===== src/rtl/ecpeta_error_monitor_if.sv =====
// rtl/ecpeta_error_monitor_if.sv - sample/result handshake bundle for the ECPETA error monitor
interface ecpeta_error_monitor_if #(
    parameter int N       = 16,
    parameter int LOG_WIN = 10
);
    logic                 start;
    logic                 in_valid;
    logic                 in_ready;
    logic [N-1:0]         a;
    logic [N-1:0]         b;
    logic [N-1:0]         approx_sum;
    logic                 res_valid;
    logic                 res_ready;
    logic [LOG_WIN:0]     err_count;
    logic [N+LOG_WIN:0]   ed_sum;
    logic [N:0]           max_ed;
    logic                 busy;

    // Producer of samples and consumer of results
    modport master (
        output start, in_valid, a, b, approx_sum, res_ready,
        input  in_ready, res_valid, err_count, ed_sum, max_ed, busy
    );

    // The monitor itself
    modport slave (
        input  start, in_valid, a, b, approx_sum, res_ready,
        output in_ready, res_valid, err_count, ed_sum, max_ed, busy
    );
endinterface


===== src/rtl/ecpeta_error_monitor.sv =====
// rtl/ecpeta_error_monitor.sv - windowed error-distance statistics for the ECPETA approximate adder
module ecpeta_error_monitor #(
    parameter int N       = 16,
    parameter int LOG_WIN = 10
) (
    input  logic                 clk,
    input  logic                 rst,
    ecpeta_error_monitor_if.slave bus
);
    localparam logic [1:0] S_IDLE   = 2'd0;
    localparam logic [1:0] S_ACCUM  = 2'd1;
    localparam logic [1:0] S_FLUSH  = 2'd2;
    localparam logic [1:0] S_REPORT = 2'd3;

    // Counter value reached by the final accept of a window
    localparam logic [LOG_WIN:0] C_WIN = {1'b1, {LOG_WIN{1'b0}}};

    logic [1:0]         r_state;
    logic [LOG_WIN:0]   r_cnt;
    logic               r_s1_valid;
    logic [N:0]         r_s1_ed;
    logic [LOG_WIN:0]   r_err_count;
    logic [N+LOG_WIN:0] r_ed_sum;
    logic [N:0]         r_max_ed;

    logic               w_accept;
    logic [N:0]         w_exact;
    logic [N:0]         w_approx;
    logic [N:0]         w_ed;
    logic [LOG_WIN:0]   w_cnt_next;

    assign w_accept   = bus.in_valid && (r_state == S_ACCUM);
    assign w_exact    = {1'b0, bus.a} + {1'b0, bus.b};
    assign w_approx   = {1'b0, bus.approx_sum};
    // The approximate sum may land on either side of the exact one
    assign w_ed       = (w_exact >= w_approx) ? (w_exact - w_approx) : (w_approx - w_exact);
    assign w_cnt_next = r_cnt + 1'b1;

    // Control FSM and sample counter; start only matters in IDLE
    always_ff @(posedge clk or posedge rst) begin
        if (rst) begin
            r_state <= S_IDLE;
            r_cnt   <= '0;
        end else begin
            case (r_state)
                S_IDLE: begin
                    if (bus.start) begin
                        r_state <= S_ACCUM;
                        r_cnt   <= '0;
                    end
                end
                S_ACCUM: begin
                    if (w_accept) begin
                        r_cnt <= w_cnt_next;
                        if (w_cnt_next == C_WIN) r_state <= S_FLUSH;
                    end
                end
                S_FLUSH:  r_state <= S_REPORT;
                default: begin
                    if (bus.res_ready) r_state <= S_IDLE;
                end
            endcase
        end
    end

    // Stage 1: register the error distance of each accepted sample
    always_ff @(posedge clk or posedge rst) begin
        if (rst) begin
            r_s1_valid <= 1'b0;
            r_s1_ed    <= '0;
        end else if (r_state == S_IDLE && bus.start) begin
            r_s1_valid <= 1'b0;
        end else begin
            r_s1_valid <= w_accept;
            if (w_accept) r_s1_ed <= w_ed;
        end
    end

    // Stage 2: accumulate window statistics; results hold through REPORT and IDLE
    always_ff @(posedge clk or posedge rst) begin
        if (rst) begin
            r_err_count <= '0;
            r_ed_sum    <= '0;
            r_max_ed    <= '0;
        end else if (r_state == S_IDLE && bus.start) begin
            r_err_count <= '0;
            r_ed_sum    <= '0;
            r_max_ed    <= '0;
        end else if (r_s1_valid) begin
            r_ed_sum    <= r_ed_sum + {{LOG_WIN{1'b0}}, r_s1_ed};
            r_err_count <= r_err_count + {{LOG_WIN{1'b0}}, (r_s1_ed != '0)};
            if (r_s1_ed > r_max_ed) r_max_ed <= r_s1_ed;
        end
    end

    assign bus.in_ready  = (r_state == S_ACCUM);
    assign bus.res_valid = (r_state == S_REPORT);
    assign bus.busy      = (r_state != S_IDLE);
    assign bus.err_count = r_err_count;
    assign bus.ed_sum    = r_ed_sum;
    assign bus.max_ed    = r_max_ed;
endmodule


===== src/flat_wrapper.sv =====
// flat-port wrapper written by rule: the top's interface ports become plain ports
module ecpeta_error_monitor_flat 
#(
    parameter int N       = 16,
    parameter int LOG_WIN = 10
)
  (clk, rst, bus_start, bus_in_valid, bus_a, bus_b, bus_approx_sum, bus_res_ready, bus_in_ready, bus_res_valid, bus_err_count, bus_ed_sum, bus_max_ed, bus_busy);
  ecpeta_error_monitor_if #(.N(N), .LOG_WIN(LOG_WIN)) bus_i ();
  input  logic clk;
  input  logic rst;
  input wire logic [$bits(bus_i.start)-1:0] bus_start;
  input wire logic [$bits(bus_i.in_valid)-1:0] bus_in_valid;
  input wire logic [$bits(bus_i.a)-1:0] bus_a;
  input wire logic [$bits(bus_i.b)-1:0] bus_b;
  input wire logic [$bits(bus_i.approx_sum)-1:0] bus_approx_sum;
  input wire logic [$bits(bus_i.res_ready)-1:0] bus_res_ready;
  output wire logic [$bits(bus_i.in_ready)-1:0] bus_in_ready;
  output wire logic [$bits(bus_i.res_valid)-1:0] bus_res_valid;
  output wire logic [$bits(bus_i.err_count)-1:0] bus_err_count;
  output wire logic [$bits(bus_i.ed_sum)-1:0] bus_ed_sum;
  output wire logic [$bits(bus_i.max_ed)-1:0] bus_max_ed;
  output wire logic [$bits(bus_i.busy)-1:0] bus_busy;
  assign bus_i.start = bus_start;
  assign bus_i.in_valid = bus_in_valid;
  assign bus_i.a = bus_a;
  assign bus_i.b = bus_b;
  assign bus_i.approx_sum = bus_approx_sum;
  assign bus_i.res_ready = bus_res_ready;
  assign bus_in_ready = bus_i.in_ready;
  assign bus_res_valid = bus_i.res_valid;
  assign bus_err_count = bus_i.err_count;
  assign bus_ed_sum = bus_i.ed_sum;
  assign bus_max_ed = bus_i.max_ed;
  assign bus_busy = bus_i.busy;
  ecpeta_error_monitor #(.N(N), .LOG_WIN(LOG_WIN)) u_core (.clk(clk), .rst(rst), .bus(bus_i));
endmodule

===== config.mk =====
export PLATFORM = sky130hd
export DESIGN_NAME = ecpeta_error_monitor_flat
export DESIGN_NICKNAME = d
export VERILOG_FILES = /design/src/rtl/ecpeta_error_monitor_if.sv /design/src/rtl/ecpeta_error_monitor.sv /design/src/flat_wrapper.sv
export SDC_FILE = /design/constraint.sdc
export NUM_CORES = 1
export LEC_CHECK = 0
export ABC_AREA = 1
export BUFFER_PORTS_ARGS = -buffer_cell sky130_fd_sc_hd__buf_2
export CORE_MARGIN = 2
export CORE_UTILIZATION = 60
export CTS_CLUSTER_DIAMETER = 30
export DETAILED_ROUTE_END_ITERATION = 10
export PLACE_DENSITY = 0.88
export SYNTH_ARGS = -nofsm -noshare
export SYNTH_HDL_FRONTEND = slang
export SYNTH_SLANG_ARGS = --single-unit

===== constraint.sdc =====
create_clock -name clk -period 3.1 [get_ports clk]
set_clock_uncertainty 0.2 [all_clocks]
set_input_delay 0.155 -clock clk [delete_from_list [all_inputs] [get_ports clk]]
set_output_delay 0.155 -clock clk [all_outputs]
set_load 0.005 [all_outputs]

==> results.cfg <==
[routing]
drcViolationCount = 0
drt_first_pass_iters = 6
postRouteAntennaNets = 0
dr_total_vias = 9568
drt-vias-per-instance = 5.49
drt_iter0_drc = 887
wire_per_inst_um = 14.6
finalWirelength_um = 25400

[yosys]
synth_top_area_share_pct = 24.8
synth_adder_area_share_pct = 13.9
synth_top_family_by_area = simple AND/OR/NAND/NOR gates
synth_top_cells_by_area = dfrtp_1 (25%), nand2_1 (21%), ha_1 (13%), inv_1 (9.9%), nand3_1 (7.0%)
synth-xor-area-share_pct = 3.13
synth_area_mm2 = 0.00867
synth-edff-count = 0
synth_nets = 1529
syn_area_per_cell_um2 = 6.28
synth_compound_area_share_pct = 8.32
synth-seq-cells = 86
yosys.area.top_type = dfrtp_1
muxShareOfSynthArea_pct = 0
synth_cells = 1382
synth_cell_types = 41
yosys_warnings = 0
seq_area_frac_synth_pct = 24.8
synthFlopType = dfrtp_1
async_flop_share_pct = 100
synthSimpleGateAreaFrac_pct = 38.4
synth.most_common_cell = nand2_1
synth_common_cells = nand2_1 (475), inv_1 (228), nand3_1 (121), nor2_1 (100), ha_1 (90)

[global_route]
antenna_found_initial = 0
grt_max_degree = 46
grt_usage_pct = 31.1
gr-total-overflow = 0
grt_pass1_wl_um = 40300
grt_pass1_vias = 8555

[clocking]
numClockSinks = 86
cts_root_buffer = clkbuf_16
insertion_delay_ps = 350
numCtsBuffers = 9
cts_buffer_depth = 2
htreeDepth = 3
cts_tree = yes
path_clk_slew_ps = 60

[floorplanning]
ios = 111
initial_core_util_pct = 62.0
row_count = 43
die-area_mm2 = 0.0154
dieHeight_um = 124
die_w_um = 124
coreArea_mm2 = 0.0140

[worst_setup_path]
start_kind = input pin
critical_path.max_fanout = 8
cp.required_ps = 3120
path_class = in2reg
crit_path_end_kind = flop
arrival_ps = 3060

[job]
cap_viol_max_count = 0

[sta]
fmax_mhz = 330
worst_slack_ps = 65.2
finalSetupViolCount = 0
grt_setup_unrepaired = yes
hold_viol = 0
drv_slew = 0
fin_crit_ps = 3030
worst_pin_slew_ps = 778
timing.hold.ws_ps = 64.8
relSlewSlack_pct = 48.0
final.period_utilization_pct = 97.9

[pwr]
power.leakage_uw = 0.00612
powerDensity_mw_per_mm2 = 718
finalPower_uw = 7540
peakVddDrop_mv = 0.382

[final_layout]
nFillCells = 1123
insertedDiodeCount = 0
drive_gt1_share_pct = 16.4
stdcell_area_mm2 = 0.0105
area_growth_pct = 21.1
post-route-util_pct = 75.1
final_net_count = 1705

[outcome]
run_status = completed

[placed_design]
place_congestion = 0.969
io_buffer_count = 110
dpl-instance-area_mm2 = 0.00981
post-dp-hpwl_um = 19400
place_ws_ps = -412

[hold_path]
hold_class = in2reg
[critical path: stages]
cell and delay, ps:
buf_6 100, ha_4 150, fa_2 370, nand3_2 100, nand3_2 80, nand2_1 90
nand2_2 80, nand3_2 70, nand2_2 70, a21oi_2 170, xor2_1 190, ha_2 350
nand2_4 90, inv_2 40, nand2_1 50, nand2_1 70, a21oi_2 180, nand2_4 100
nand2_8 130, buf_12 150, nand3_4 80, nand3_2 70, o21ai_1 90
[flip-flops by register name, summed over array words and instances, names as in the netlist]
signal / cells
u_core.bus.ed_sum: 27
u_core.r_cnt: 11
u_core.bus.max_ed: 17
u_core.r_s1_ed: 17
u_core.r_state: 2
u_core.bus.err_count: 11
u_core.r_s1_valid: 1
[report_power, final]
part	switching [µW]	internal (µW)	leakage, µW
Clock	444	668	0.000146
Sequential	446	1430	0.00116
Combinational	2860	1700	0.00482
Total	3750	3790	0.00612
[per-layer routing]
layer | GRT usage, % | wire length, µm | part of all wire (%) | vias up
met5 | 0 | 0 | 0 | -
li1 | - | - | - | 4756
met1 | 43.6 | 11000 | 43 | 4304
met3 | 3.31 | 1980 | 7.8 | 52
met4 | 9.05 | 556 | 2.2 | 0
met2 | 50.9 | 11900 | 47 | 456
[layout by cell type (no fill, tap or decap), types with 4 or more instances in the layout]
| master | synthesis | final |
|---|---|---|
| a21oi_1 | 76 | 71 |
| a21oi_2 | 0 | 5 |
| a22o_1 | 4 | 4 |
| buf_2 | 6 | 108 |
| buf_4 | 4 | 68 |
| buf_6 | 1 | 6 |
| clkbuf_16 | 0 | 9 |
| dfrtp_1 | 86 | 86 |
| ha_1 | 90 | 85 |
| ha_4 | 0 | 4 |
| inv_1 | 228 | 225 |
| inv_2 | 2 | 4 |
| nand2_1 | 475 | 472 |
| nand2_2 | 8 | 8 |
| nand2_4 | 2 | 5 |
| nand3_1 | 121 | 105 |
| nand3_2 | 3 | 16 |
| nand4_1 | 39 | 39 |
| nor2_1 | 100 | 99 |
| nor3_1 | 18 | 17 |
| nor4_1 | 4 | 4 |
| o21ai_0 | 39 | 37 |
| o22ai_1 | 8 | 8 |
| xnor2_1 | 7 | 7 |
| xor2_1 | 24 | 24 |
[worst paths after layout]
path	start	to	slack, ps	depth (start not counted)
min	bus_res_ready	u_core.r_state[0]	60	5
max	bus_a[0]	u_core.r_s1_ed[1]	70	23
max reg2reg	u_core.r_s1_ed[0]	u_core.bus.ed_sum[12]	360	13
max in group asynchronous	rst	u_core.r_state[1]	1630	4
min reg2reg	u_core.bus.max_ed[11]	u_core.bus.max_ed[11]	320	2
min in group asynchronous	rst	u_core.bus.max_ed[5]	280	3
[cell type report]
class | instances | area, µm² | area share (%)
clock inverter | 3 | 42.5 | 0.405
sequential | 86 | 2150 | 20.5
clock buffer | 13 | 260 | 2.48
timing repair buffer | 185 | 1170 | 11.1
inverter | 231 | 868 | 8.27
tap | 180 | 225 | 2.14
multi-input combinational | 1045 | 5790 | 55.1
[through the flow]
stage / TNS (ps) / instances
final: 0 / 1743
after global routing: -1600 / 1743
after CTS: 0 / 1732
after detailed placement: -5750 / 1711
after global placement: -3930 / 1711
after floorplan: -0.857 / 1382
[logic make-up (layout without fill, tap and decap cells)]
group | count (synthesis) | in the layout
and+or+nand+nor | 783 | 785
buffers and inverters | 253 | 432
AOI/OAI and AO/OA | 135 | 135
adders and majority gates | 94 | 94
DFF | 86 | 86
xor gates and xnor gates | 31 | 31
[timing repair]
item / 4_1_cts / 5_1_grt
buffers inserted: 4 / 9
hold endpoints to repair: 43 / 0
endpoints found under the setup margin: 11 / 16
pin swaps: 5 / 42
gates cloned: 0 / 2
hold buffers: 1 / 0
resized for setup: 3 / 48
(Power assumes the default switching activity.)
